==> src/rtl/seq_pkg.sv <==
// seq_pkg: shared state/class encodings for the multi-cycle sequencer.
// Contents:
//   state_t     - sequencer states IDLE..DONE
//   icls_t      - legal instruction classes reported by Control
//   ILLEGAL_MIN - first class code that is treated as illegal
package seq_pkg;

    typedef enum logic [2:0] {
        S_IDLE,
        S_FETCH,
        S_DECODE,
        S_EXEC,
        S_MEM,
        S_WB,
        S_DONE
    } state_t;

    typedef enum logic [2:0] {
        C_ALU,
        C_LOAD,
        C_STORE,
        C_BRANCH,
        C_HALT
    } icls_t;

    localparam logic [2:0] ILLEGAL_MIN = 3'd5;

endpackage

==> src/rtl/sat_cnt.sv <==
// sat_cnt: up-counter with enable and synchronous clear that holds at all-ones.
// Ports:
//   clk_i   - clock
//   reset_i - asynchronous active-high reset (counter to 0)
//   en_i    - count enable
//   clr_i   - synchronous clear, dominates en_i
//   cnt_o   - current count
module sat_cnt #(
    parameter int W = 8
) (
    input  logic         clk_i,
    input  logic         reset_i,
    input  logic         en_i,
    input  logic         clr_i,
    output logic [W-1:0] cnt_o
);

    logic [W-1:0] cnt_q, cnt_d;

    always_comb cnt_d = clr_i ? '0 : (en_i && cnt_q != '1) ? cnt_q + 1'b1 : cnt_q;

    always_ff @(posedge clk_i or posedge reset_i)
        if (reset_i) cnt_q <= '0;
        else         cnt_q <= cnt_d;

    assign cnt_o = cnt_q;

endmodule

==> src/rtl/seq_ctrl.sv <==
// seq_ctrl: multi-cycle FETCH/DECODE/EXEC/MEM/WB sequencer for the 9-bit core.
// Ports:
//   clk_i, reset_i            - clock, asynchronous active-high reset
//   start_i                   - launch pulse, honoured in IDLE or DONE only
//   instr_cls_i               - class from Control, sampled in DECODE
//   branch_taken_i            - branch condition, used in WB
//   mem_ack_i                 - data-memory completion, sampled in MEM only
//   pc_clr_o, pc_en_o, pc_jump_o, ir_ld_o, flag_en_o, rf_we_o,
//   mem_req_o, mem_we_o       - datapath strobes, decoded from registered state
//   busy_o, done_o, err_o     - run status (err sticky until next launch)
//   cyc_cnt_o, instr_cnt_o    - saturating busy-cycle and retired-instruction counts
module seq_ctrl
    import seq_pkg::*;
#(
    parameter int CW  = 16,
    parameter int TMO = 8
) (
    input  logic          clk_i,
    input  logic          reset_i,
    input  logic          start_i,
    input  logic [2:0]    instr_cls_i,
    input  logic          branch_taken_i,
    input  logic          mem_ack_i,
    output logic          pc_clr_o,
    output logic          pc_en_o,
    output logic          pc_jump_o,
    output logic          ir_ld_o,
    output logic          flag_en_o,
    output logic          rf_we_o,
    output logic          mem_req_o,
    output logic          mem_we_o,
    output logic          busy_o,
    output logic          done_o,
    output logic          err_o,
    output logic [CW-1:0] cyc_cnt_o,
    output logic [CW-1:0] instr_cnt_o
);

    localparam int WW = $clog2(TMO + 1);

    state_t        state_q, state_d;
    icls_t         cls_q, cls_d;
    logic          err_q, err_d;
    logic          clr_q;
    logic          launch, tmo_hit, in_mem, in_wb;
    logic [WW-1:0] wait_cnt;

    // The wait counter holds the number of MEM cycles already completed, so
    // the last allowed MEM cycle is the one where it reads TMO-1.
    assign tmo_hit = wait_cnt == WW'(TMO - 1);
    assign in_mem  = state_q == S_MEM;
    assign in_wb   = state_q == S_WB;

    always_ff @(posedge clk_i or posedge reset_i)
        if (reset_i) begin
            state_q <= S_IDLE;
            cls_q   <= C_ALU;
            err_q   <= 1'b0;
            clr_q   <= 1'b0;
        end else begin
            state_q <= state_d;
            cls_q   <= cls_d;
            err_q   <= err_d;
            clr_q   <= launch;
        end

    always_comb begin
        state_d = state_q;
        cls_d   = cls_q;
        err_d   = err_q;
        launch  = 1'b0;
        unique case (state_q)
            S_IDLE, S_DONE:
                if (start_i) begin
                    state_d = S_FETCH;
                    launch  = 1'b1;
                    err_d   = 1'b0;
                end
            S_FETCH:  state_d = S_DECODE;
            S_DECODE:
                if (instr_cls_i >= ILLEGAL_MIN) begin
                    state_d = S_DONE;
                    err_d   = 1'b1;
                end else if (instr_cls_i == C_HALT) begin
                    state_d = S_DONE;
                end else begin
                    state_d = S_EXEC;
                    cls_d   = icls_t'(instr_cls_i);
                end
            S_EXEC:   state_d = (cls_q == C_LOAD || cls_q == C_STORE) ? S_MEM : S_WB;
            // An ack on the final allowed cycle still completes the access.
            S_MEM:
                if (mem_ack_i) begin
                    state_d = S_WB;
                end else if (tmo_hit) begin
                    state_d = S_DONE;
                    err_d   = 1'b1;
                end
            S_WB:     state_d = S_FETCH;
            default:  state_d = S_IDLE;
        endcase
    end

    always_comb begin
        // clr_q is set only by the launch edge, so it is high for exactly the first FETCH.
        pc_clr_o  = clr_q;
        pc_en_o   = in_wb;
        pc_jump_o = in_wb && cls_q == C_BRANCH && branch_taken_i;
        ir_ld_o   = state_q == S_FETCH;
        flag_en_o = state_q == S_EXEC && cls_q == C_ALU;
        rf_we_o   = in_wb && (cls_q == C_ALU || cls_q == C_LOAD);
        mem_req_o = in_mem;
        mem_we_o  = in_mem && cls_q == C_STORE;
        busy_o    = state_q != S_IDLE && state_q != S_DONE;
        done_o    = state_q == S_DONE;
        err_o     = err_q;
    end

    sat_cnt #(.W(CW)) u_cyc (
        .clk_i   (clk_i),
        .reset_i (reset_i),
        .en_i    (busy_o),
        .clr_i   (launch),
        .cnt_o   (cyc_cnt_o)
    );

    sat_cnt #(.W(CW)) u_instr (
        .clk_i   (clk_i),
        .reset_i (reset_i),
        .en_i    (in_wb),
        .clr_i   (launch),
        .cnt_o   (instr_cnt_o)
    );

    // Held at zero outside MEM, so every MEM visit starts counting from 0.
    sat_cnt #(.W(WW)) u_wait (
        .clk_i   (clk_i),
        .reset_i (reset_i),
        .en_i    (in_mem),
        .clr_i   (!in_mem),
        .cnt_o   (wait_cnt)
    );

endmodule

==> config.mk <==
export PLATFORM = sky130hd
export DESIGN_NAME = seq_ctrl
export DESIGN_NICKNAME = d
export VERILOG_FILES = /design/src/rtl/seq_pkg.sv /design/src/rtl/sat_cnt.sv /design/src/rtl/seq_ctrl.sv
export SDC_FILE = /design/constraint.sdc
export NUM_CORES = 1
export LEC_CHECK = 0
export BUFFER_PORTS_ARGS = -buffer_cell sky130_fd_sc_hd__buf_2
export CELL_PAD_IN_SITES_DETAIL_PLACEMENT = 2
export CELL_PAD_IN_SITES_GLOBAL_PLACEMENT = 2
export CORE_MARGIN = 2
export CORE_UTILIZATION = 25
export CTS_BUF_LIST = sky130_fd_sc_hd__clkbuf_8
export DETAILED_ROUTE_END_ITERATION = 10
export HOLD_SLACK_MARGIN = 0.06
export PLACE_DENSITY_LB_ADDON = 0.1
export SLEW_MARGIN = 5
export SYNTH_ARGS = -nofsm -noshare
export SYNTH_HDL_FRONTEND = slang
export SYNTH_HIERARCHICAL = 1
export SYNTH_SLANG_ARGS = --single-unit
==> constraint.sdc <==
create_clock -name clk_i -period 6.15 [get_ports clk_i]
set_input_delay 0 -clock clk_i [delete_from_list [all_inputs] [get_ports clk_i]]
set_output_delay 0 -clock clk_i [all_outputs]
set_load 0.01 [all_outputs]
==> summary.txt <==
Setup path
  • R2R depth: 6
  • WP data required: about 6.3 ns
  • RR Endpoint: u_instr/cnt_o[13]$_DFFE_PP0P_
  • Setup Crit Path Kind: reg2reg
  • CP endpoint kind: flip-flop
  • Reg-to-reg startpoint: state_q[1]$_DFFE_PP0P_
  • CP arrival: approximately 2.7 ns
  • Crit Path Max Fanout: 13
  • CP Launch Type: flip-flop
  • Reg2Reg Setup Slack: between 3 and 4 ns

Clock network
  • Skew-Pair Late Insertion Delay: ~0.30 ns
  • TritonCTS Buffers: 5
  • Longest Clk Path Bufs: 2
  • Post-CTS resize count: 0
  • Clock sink count: 44
  • Register clock-pin slew on the reported worst setup and hold paths: about 0.090 ns
  • H-tree levels: 2
  • Postcts setup bufs: 0
  • TritonCTS clock tree: done
  • Clock root buffer: clkbuf_8

Logic synthesis
  • Largest family of logic cells by synthesized area: simple AND/OR/NAND/NOR gates
  • Syn nets: approximately 290
  • Synth top area share: between 40% and 50%
  • Area leader, netlist: dfrtp_1
  • Cell Area, Synth: about 2600 sq um
  • Sequential area share after synthesis: between 40% and 50%
  • Post-synth ARST share: 100.0%
  • Multiplexer share of the synthesized area: under 10%
  • Compound-gate portion of the synthesized area: between 10% and 20%
  • Post-Synth Simple-Gate Area: 35.76%
  • Synth warnings: 6
  • Post-synth EDFFs: 0
  • Cell count after synthesis: about 280
  • Post-Synth XOR/XNOR Area: less than 1%
  • Adder-cell share of the synthesized area: ~1.4%
  • Commonest cells post-synth: dfrtp_1 (44), nor3_1 (22), a21oi_1 (21)
  • Synthesized area per cell: between 9 and 10 sq um
  • Predominant post-synthesis flop cell: dfrtp_1
  • Synth top area cells: dfrtp_1 (42%), nor3_1 (4.2%), a21oi_1 (4.0%)
  • Synth unique cells: just over 50
  • Synth Register Bits: 44
  • Top-count cell post-synth: dfrtp_1

Detailed routing
  • Pre-Repair DR Iteration Count: 7
  • Vias per std cell: between 5 and 6
  • DR WL/cell: between 15 and 20 um
  • Initial DRC count: 72
  • Via count: approximately 2400
  • Detail Route Antenna Nets: 0
  • DR DRC count: 0
  • Final Routed Wirelength: between 7000 and 8000 um

Floorplan
  • Die area: roughly 11000 sq um
  • Initial core utilization: between 20% and 30%
  • Die width: 106.9 um
  • Die Ht: 106.9 um
  • Ports: 51
  • Core area: ~10000 sq um
  • Row cnt: 37

STA
  • Slew Viols, Final: 0
  • Period Utilization, post-route: between 40% and 50%
  • Period minus WS final: approximately 2.5 ns
  • Final setup TNS: 0 ns
  • Min setup slack post-route: 3.611 ns
  • # setup viols final: 0
  • Measured slew at the worst slew-check pin: about 0.68 ns
  • RSZ-0062 raised after global routing: no
  • Fmax: roughly 400 MHz
  • Worst Skew: ~0.0080 ns
  • Final Hold Viols: 0
  • Worst slew margin: approximately 55%

Pwr
  • Combinational group share of total power: between 30% and 40%
  • Internal: 0.6095 mW
  • Maximum vdd drop: around 0.11 mV
  • Pleak: about 1.4 nW
  • Clock power share: 23.3%
  • PwrDens: 316.6 nW/um^2
  • Switch share: between 30% and 40%
  • P_sw: between 0.3 and 0.4 mW
  • Sequential fraction of design power: between 40% and 50%

Global route
  • Vias in the first global route: 2444
  • First-pass GRT wire length: 13030 um
  • GRT overflow: 0
  • Gr usage total: 14.45%
  • Initial antenna violation count: 0
  • Largest net degree at the start of global routing: 39

Finish
  • Finished Layout Cells: between 400 and 500
  • Final core occ: a little over 30%
  • Footprint of the multi-input gates: 1431 sq um
  • Fillers: ~1200
  • Storage element area: 1101 sq um
  • # diodes: 0
  • Layout cells sized above 1: between 20% and 30%
  • Area grow syn2layout: 19.13%
  • Final #Nets: ~340
  • Final instance area: roughly 3200 sq um

Place
  • Placed insts: 454
  • DP Worst Slack: approximately 3.6 ns
  • Placer Congestion: between 0.7 and 0.8
  • DP Wirelength: around 5700 um
  • Input/output buffers: 50
  • Area after DPL: between 2000 and 3000 sq um

Min path
  • Worst hold path class: in2reg
  • Critical hold path startpoint: instr_cls_i[2]
  • Hold Path Depth: 3
  • Worst Hold Endpoint: cls_q[2]$_DFFE_PP0P_

Flow run
  • Max-Cap Viols: 0

Status
  • Status: finished, final reports clean
-- sequential cells by signal, summed over array words and instances, names as in the netlist --
register	cells
u_cyc/cnt_o	16
err_o	1
pc_clr_o	1
cls_q	3
state_q	3
u_instr/cnt_o	16
u_wait/cnt_o	4
-- routing by layer --
metal	wire length (um)	GRT usage (%)	share of wire (%)	vias to the layer above
met5	0	0	0	-
met4	114	4.267	1.4	0
met3	219	2.432	2.8	10
met2	3789	24.20	48	35
met1	3812	19.11	48	1183
li1	-	-	-	1153
-- worst max path at each step --
stage | depth (start not counted) | startpoint | end | slack, ns
2_1_floorplan | 7 | state_q[1]$_DFFE_PP0P_ | u_cyc/cnt_o[13]$_DFFE_PP0P_ | 4.03
3_3_place_gp | 6 | state_q[1]$_DFFE_PP0P_ | u_cyc/cnt_o[13]$_DFFE_PP0P_ | 3.72
3_5_place_dp | 6 | state_q[1]$_DFFE_PP0P_ | u_cyc/cnt_o[13]$_DFFE_PP0P_ | 3.59
4_1_cts | 6 | state_q[1]$_DFFE_PP0P_ | u_cyc/cnt_o[13]$_DFFE_PP0P_ | 3.58
5_1_grt | 6 | state_q[1]$_DFFE_PP0P_ | u_cyc/cnt_o[10]$_DFFE_PP0P_ | 3.37
6_report | 6 | state_q[1]$_DFFE_PP0P_ | u_instr/cnt_o[13]$_DFFE_PP0P_ | 3.61
-- layout make-up --
class                      count  share of cell area (%)
sequential                    44                   34.89
clock buffer                   5                   2.181
timing repair buffer          56                   9.754
multi-input combinational    213                   45.36
tap                          136                   5.393
inverter                      10                   1.190
clock inverter                 3                   1.229
-- cells by family after synthesis --
family / Yosys count
and+or+nand+nor: 150
AOI/OAI and AO/OA: 49
DFF: 44
buffers and inverters: 19
muxes: 10
adders and majority gates: 3
xor gates and xnor gates: 1
-- cell usage in the layout (no fill, tap or decap), types with 3 or more instances in the layout --
cell and instances:
buf_2 50, dfrtp_1 44, nor3_1 21, a21oi_1 21, nand2_1 17, nor2_1 15, nand3_1 14, nand4_1 13
inv_1 11, nor2b_1 10, nand2b_1 9, o31ai_1 9, and4_1 8, mux2_2 6, or4_1 6, or3_1 5
and3_1 5, clkbuf_8 5, dlygate4sd3_1 5, o21ai_0 4, nor3b_1 3, and2_1 3, nor4_1 3, nor3_2 3
mux2i_1 3, ha_1 3
-- worst max-delay path, stage by stage (launching register included) --
cell and delay [ns]:
dfrtp_1 0.52, and2b_1 0.32, and2_1 0.26, nand4_1 0.37, nor3_2 0.48, nand4_1 0.16, mux2_2 0.29
-- power by group through the flow --
| stage | Clock, mW | Combinational, mW | Sequential [mW] |
|---|---|---|---|
| after CTS | 0.243 | 0.356 | 0.422 |
| after global routing | 0.254 | 0.390 | 0.433 |
| after floorplan | 0 | 0.267 | 0.401 |
| after detailed placement | 0 | 0.345 | 0.426 |
| after global placement | 0 | 0.342 | 0.422 |
| final | 0.233 | 0.345 | 0.421 |
-- what timing repair did --
action	CTS	global route
endpoints found under the hold margin	48	0
endpoints found under the setup margin	0	0
hold buffers	5	0
-- stage by stage --
| step | total power, mW | hold WS, ns |
|---|---|---|
| after floorplan | 0.6677 | -0.2339 |
| after detailed placement | 0.7705 | -0.05276 |
| final | 0.9989 | 0.07967 |
| after global placement | 0.7640 | -0.05542 |
| after global routing | 1.077 | 0.1190 |
| after CTS | 1.021 | 0.08184 |
Note: power is estimated with default switching activity, not from simulation.
